$ cat config.mk
export PLATFORM = sky130hd
export DESIGN_NAME = cdb_arbiter_flat
export DESIGN_NICKNAME = d
export VERILOG_FILES = /design/src/rtl/cdb_arbiter_pkg.sv /design/src/rtl/cdb_arbiter_if.sv /design/src/rtl/cdb_arbiter_rr.sv /design/src/rtl/cdb_arbiter.sv /design/src/flat_wrapper.sv
export SDC_FILE = /design/constraint.sdc
export NUM_CORES = 1
export LEC_CHECK = 0
export ABC_AREA = 1
export ABC_CLOCK_PERIOD_IN_PS = 2400
export CORE_AREA = 2 2 203 205
export CTS_CLUSTER_DIAMETER = 30
export DETAILED_ROUTE_END_ITERATION = 7
export DIE_AREA = 0 0 205 207
export GPL_ROUTABILITY_DRIVEN = 0
export SLEW_MARGIN = 10
export SYNTH_ARGS = -nofsm -noshare
export SYNTH_HDL_FRONTEND = slang
export SYNTH_SLANG_ARGS = --single-unit
$ cat constraint.sdc
create_clock -name clk -period 2.4 [get_ports clk]
set_input_delay 0.48 -clock clk [delete_from_list [all_inputs] [get_ports clk]]
set_output_delay 0.48 -clock clk [all_outputs]
set_load 0.02 [all_outputs]
$ cat src/rtl/cdb_arbiter_pkg.sv
// cdb_arbiter_pkg: CDB result type, unit count and unit index constants
package cdb_arbiter_pkg;
  localparam int ROB_IDX_W = 4;
  localparam int CDB_N_UNITS = 4;
  localparam int CDB_ALU = 0;
  localparam int CDB_CMP = 1;
  localparam int CDB_MUL = 2;
  localparam int CDB_LD = 3;
  typedef struct packed {
    logic [31:0] rd_data;
    logic [31:0] rs1_data;
    logic [31:0] rs2_data;
    logic [ROB_IDX_W-1:0] rob_entry;
  } cdb_t;
endpackage

$ cat src/rtl/cdb_arbiter_if.sv
// cdb_arbiter_if: functional-unit request side and CDB broadcast side of the arbiter
interface cdb_arbiter_if
  import cdb_arbiter_pkg::*;
#(
  parameter int N_UNITS = CDB_N_UNITS,
  parameter int IDX_W = $clog2(N_UNITS)
);
  logic flush;
  logic [N_UNITS-1:0] unit_valid;
  logic [N_UNITS-1:0] unit_ack;
  cdb_t [N_UNITS-1:0] unit_result;
  logic cdb_valid;
  cdb_t cdb_out;
  logic [IDX_W-1:0] cdb_src;
  modport master (
    output flush, unit_valid, unit_result,
    input unit_ack, cdb_valid, cdb_out, cdb_src
  );
  modport slave (
    input flush, unit_valid, unit_result,
    output unit_ack, cdb_valid, cdb_out, cdb_src
  );
endinterface

$ cat src/rtl/cdb_arbiter_rr.sv
// rr_arbiter: round-robin one-hot grant with a rotating highest-priority pointer
module rr_arbiter #(
  parameter int N = 4,
  parameter int IDX_W = $clog2(N)
) (
  input  logic             clk,
  input  logic             rst,
  input  logic [N-1:0]     req_i,
  input  logic             en_i,
  output logic [N-1:0]     gnt_o,
  output logic [IDX_W-1:0] gnt_idx_o,
  output logic             gnt_any_o
);
  logic [IDX_W-1:0] rr_ptr_q, rr_ptr_d, idx;
  // scan from farthest to nearest so the first requester at or after rr_ptr_q wins
  always_comb begin
    gnt_o = '0;
    gnt_idx_o = '0;
    gnt_any_o = 1'b0;
    idx = '0;
    for (int k = N - 1; k >= 0; k--) begin
      idx = IDX_W'((int'(rr_ptr_q) + k) % N);
      if (en_i && req_i[idx]) begin
        gnt_o = '0;
        gnt_o[idx] = 1'b1;
        gnt_idx_o = idx;
        gnt_any_o = 1'b1;
      end
    end
  end
  assign rr_ptr_d = !gnt_any_o ? rr_ptr_q :
                    gnt_idx_o == IDX_W'(N - 1) ? '0 : gnt_idx_o + IDX_W'(1);
  // pointer moves just past the winner so it becomes lowest priority
  always_ff @(posedge clk) rr_ptr_q <= rst ? '0 : rr_ptr_d;
endmodule

$ cat src/rtl/cdb_arbiter.sv
// cdb_arbiter: grants one functional unit per cycle and registers its result onto the CDB
module cdb_arbiter
  import cdb_arbiter_pkg::*;
#(
  parameter int N_UNITS = CDB_N_UNITS,
  parameter int IDX_W = $clog2(N_UNITS)
) (
  input logic         clk,
  input logic         rst,
  cdb_arbiter_if.slave bus
);
  logic [N_UNITS-1:0] gnt;
  logic [IDX_W-1:0] gnt_idx, cdb_src_q;
  logic gnt_any, cdb_valid_q;
  cdb_t cdb_out_q;
  rr_arbiter #(.N(N_UNITS), .IDX_W(IDX_W)) u_rr (
    .clk(clk),
    .rst(rst),
    .req_i(bus.unit_valid),
    .en_i(!rst && !bus.flush),
    .gnt_o(gnt),
    .gnt_idx_o(gnt_idx),
    .gnt_any_o(gnt_any)
  );
  // broadcast register: valid for exactly one cycle per grant, payload held otherwise
  always_ff @(posedge clk) begin
    if (rst) begin
      cdb_valid_q <= 1'b0;
      cdb_out_q <= '0;
      cdb_src_q <= '0;
    end else begin
      cdb_valid_q <= gnt_any;
      if (gnt_any) begin
        cdb_out_q <= bus.unit_result[gnt_idx];
        cdb_src_q <= gnt_idx;
      end
    end
  end
  assign bus.unit_ack = gnt;
  assign bus.cdb_valid = cdb_valid_q;
  assign bus.cdb_out = cdb_out_q;
  assign bus.cdb_src = cdb_src_q;
endmodule

$ cat src/flat_wrapper.sv
// flat-port wrapper written by rule: the top's interface ports become plain ports
module cdb_arbiter_flat import cdb_arbiter_pkg::*;
#(
  parameter int N_UNITS = CDB_N_UNITS,
  parameter int IDX_W = $clog2(N_UNITS)
)
  (clk, rst, bus_flush, bus_unit_valid, bus_unit_result, bus_unit_ack, bus_cdb_valid, bus_cdb_out, bus_cdb_src);
  cdb_arbiter_if #(.N_UNITS(N_UNITS), .IDX_W(IDX_W)) bus_i ();
  input logic clk;
  input logic rst;
  input wire logic [$bits(bus_i.flush)-1:0] bus_flush;
  input wire logic [$bits(bus_i.unit_valid)-1:0] bus_unit_valid;
  input wire logic [$bits(bus_i.unit_result)-1:0] bus_unit_result;
  output wire logic [$bits(bus_i.unit_ack)-1:0] bus_unit_ack;
  output wire logic [$bits(bus_i.cdb_valid)-1:0] bus_cdb_valid;
  output wire logic [$bits(bus_i.cdb_out)-1:0] bus_cdb_out;
  output wire logic [$bits(bus_i.cdb_src)-1:0] bus_cdb_src;
  assign bus_i.flush = bus_flush;
  assign bus_i.unit_valid = bus_unit_valid;
  assign bus_i.unit_result = bus_unit_result;
  assign bus_unit_ack = bus_i.unit_ack;
  assign bus_cdb_valid = bus_i.cdb_valid;
  assign bus_cdb_out = bus_i.cdb_out;
  assign bus_cdb_src = bus_i.cdb_src;
  cdb_arbiter #(.N_UNITS(N_UNITS), .IDX_W(IDX_W)) u_core (.clk(clk), .rst(rst), .bus(bus_i));
endmodule
==> summary.txt <==
Timing
  – Clock skew: approximately 12 ps
  – RSZ-0062 raised after global routing: yes
  – Min cycle time layout: between 2000 and 3000 ps
  – Slew @ Worst Pin: 301 ps
  – Hold Worst Slack: 450 ps
  – Max frequency: 0.397 GHz
  – PnR worst setup slack: -122 ps
  – Period utilisation layout: 1.05
  – Slew margin rel.: 0.799
  – Final setup fails: 85
  – Final hold viol count: 0
  – Final Max Slew Viols: 0

Run status
  – Status: finished, violations left
  – Failing checks: setup timing

Place
  – IO buf count: 513
  – Inst Count DP: between 2000 and 2500
  – DP HPWL: 29900 um

Final layout
  – Cell Count, Final, Fillers Out: 2466
  – Multi-input logic area: 5180 um2
  – Area Growth Syn to Fin: 97.5%
  – Nets: 2344
  – Finished Core Util: 0.388
  – Layout cells sized above 1: 0.114
  – Reg area: 2100 um2
  – Fillers: 4248

Global route
  – Largest net degree at the start of global routing: 61
  – GR Overflow Total: 0
  – Antenna violations before repair: 2
  – First-pass GRT wire length: 61500 um
  – Total GRT Usage: 0.187
  – Vias in the first global route: 10600

Synth
  – Simple-Gate Fraction of Synth Area: 0.589
  – Post-Syn Nets: 1789
  – Post-Synth Adder-Cell Area: 0.0142
  – Compound-gate portion of the synthesized area: 0.0117
  – Top cells by area, synth: nand2_1 28%, dfxtp_1 27%, nand3_1 23%
  – Post-Syn Area: ~8000 um2
  – Warnings from Yosys: 0
  – Mean Syn Cell Area: 5.77 um2
  – Mapped Cells: around 1400
  – Post-synth top area cell: nand2_1
  – Top-area cell type share of the netlist area: 0.279
  – Library cells used by synthesis: 25
  – Largest family of logic cells by synthesized area: simple AND/OR/NAND/NOR gates
  – Multiplexer share of the synthesized area: 0
  – Synth Area in XOR/XNOR: 0
  – Seq cells post-synth: 105
  – Seq/Total Area, Yosys: 0.265

Route
  – First-pass detailed-route iteration total: 5
  – Post-DR wirelength/cell: ~18 um
  – DR vias: 11300
  – Post-DRT Antenna Nets: 0
  – Detailed-route DRC error count: 0
  – Drt via density: around 4.6
  – Drt initial violations: slightly above 900
  – WL final: 44900 um

Worst setup path
  – CP Capture Type: output port
  – Crit Path Class: reg -> out
  – Worst EP required: 1920 ps
  – CP Launch Type: register
  – Worst Reg2Reg Path Length in Cells: 18
  – Worst Path Arrival: ~2000 ps
  – CP startpoint: u_core.u_rr.rr_ptr_q[0]
  – Worst r2r src: u_core.u_rr.rr_ptr_q[0]
  – Crit Reg-Reg Endpoint: u_core.bus.cdb_out[84]
  – Reg2reg setup slack: -100 ps
  – CP max FO: 7

Worst hold path
  – Worst Hold Path EP: u_core.bus.cdb_out[61]
  – Worst hold stages: 2
  – Worst min-delay path startpoint: u_core.bus.cdb_out[61]
  – Worst Hold Class: reg -> reg

Pwr
  – Peak VDD IR: around 520 uV
  – Leakage power: ~0.0073 uW
  – PwrDens: 1240 nW/um2
  – Total Power: 19400 uW

CTS
  – Total CTS buffers: 9
  – CTS tree: done
  – Bufs on Longest Clock Path: 2
  – Clk slew on worst S/H paths: 80 ps
  – Root Buffer: clkbuf_16
  – Clock Latency Late Sink: approximately 380 ps
  – Sink Count: 105
  – H-tree depth: 3
  – CTS Hold Bufs: 0

Floorplanning
  – Row count: 74
  – Core Area: 40400 um2
  – Initial Utilization: 0.196
  – Die Span Y: 207 um
  – Ports: 514
  – Die X: 205 um
  – Die Area: 42400 um2

Job
  – Max Cap Violations: 0
[area by class of cell]
type | count | area share
Clock inverter | 4 | 0.00192
Sequential cell | 105 | 0.134
Multi-Input combinational cell | 1060 | 0.331
Tap cell | 532 | 0.0425
Antenna cell | 1 | 0.000160
Clock buffer | 12 | 0.0151
Timing Repair Buffer | 654 | 0.451
Inverter | 98 | 0.0240
[state kept, by name (all words and copies together) (netlist names)]
name	cells
u_core.bus.cdb_out	100
u_core.bus.cdb_src	2
u_core.bus.cdb_valid	1
u_core.u_rr.rr_ptr_q	2
[logic make-up after synthesis]
| family | after synthesis |
|---|---|
| adders and majority gates | 9 |
| buffers and inverters | 208 |
| DFF | 105 |
| AOI/OAI and AO/OA | 14 |
| and+or+nand+nor | 1037 |
[metrics by stage]
| step | setup TNS [ps] | area [um2] | setup slack [ps] |
|---|---|---|---|
| finish | -3930 | 15700 | -122 |
| global placement | -38560 | 14200 | -565 |
| floorplan | 0 | 7930 | 78.9 |
| global route | -16370 | 15700 | -242 |
| CTS | -1450 | 15100 | -75.9 |
| detailed placement | -45420 | 14200 | -613 |
[worst max-delay path, cell delays in order, from the launching register on]
cell and delay [ps]:
dfxtp_2 340, inv_2 50, ha_4 290, inv_4 40, buf_6 110, nand3_4 80
nand3_4 150, nand3_2 130, o211ai_1 100, o22ai_1 160, inv_1 80, buf_6 130
[how the worst max path moves through the flow]
stage	to	slack [ps]
after global placement	bus_unit_ack[0]	-570
final	bus_unit_ack[1]	-120
after detailed placement	u_core.bus.cdb_out[91]	-610
after global routing	u_core.bus.cdb_out[87]	-240
after floorplan	u_core.u_rr.rr_ptr_q[1]	80
after CTS	bus_unit_ack[1]	-80
[power by group]
group          internal [uW]  switching (uW)
clock network            710             760
logic                   6740            8120
registers               2620             472
[cell usage after synthesis (all sizes together)]
| master | count |
|---|---|
| a21oi | 2 |
| a22oi | 2 |
| buf | 104 |
| clkbuf | 6 |
| dfxtp | 105 |
| ha | 9 |
| inv | 98 |
| nand2 | 592 |
| nand3 | 358 |
| nand3b | 80 |
| nor2 | 6 |
| nor3 | 1 |
| o211ai | 1 |
| o21ai | 6 |
| o22ai | 3 |
[cell usage in the layout, fill, tap and decap left out, types with 2 or more instances in the layout]
master           instances
inv_4                    3
nor2_1                   3
clkbuf_16               19
dfxtp_1                103
nand2_1                573
clkbuf_1                 3
a22oi_1                  2
ha_1                     8
nand3b_1                80
buf_12                  32
clkinv_4                 2
nand2_2                 12
inv_2                    5
dlygate4sd2_1            6
nand2_4                  5
inv_1                   90
nand3_2                 22
clkdlybuf4s50_1        503
bufbuf_16                5
nand2_8                  2
dfxtp_2                  2
o21ai_1                  5
buf_16                   6
nor2_4                   3
o22ai_1                  3
nand3_1                331
buf_4                   73
nand3_4                  5
buf_6                   19
[per-layer routing]
metal	part of all wire	GRT usage	up-vias
met4	0.032	0.0776	2
met1	0.41	0.227	5161
met5	0.00027	0	-
met3	0.078	0.0376	78
met2	0.48	0.321	545
li1	-	-	5518
[repair_timing]
item | in CTS | in global routing
gates resized for setup | 94 | 27
setup endpoints to repair | 107 | 107
gates cloned | 6 | 14
pin swaps | 24 | 9
buffers inserted | 17 | 10
No activity file was read; power rests on OpenSTA's default activity.
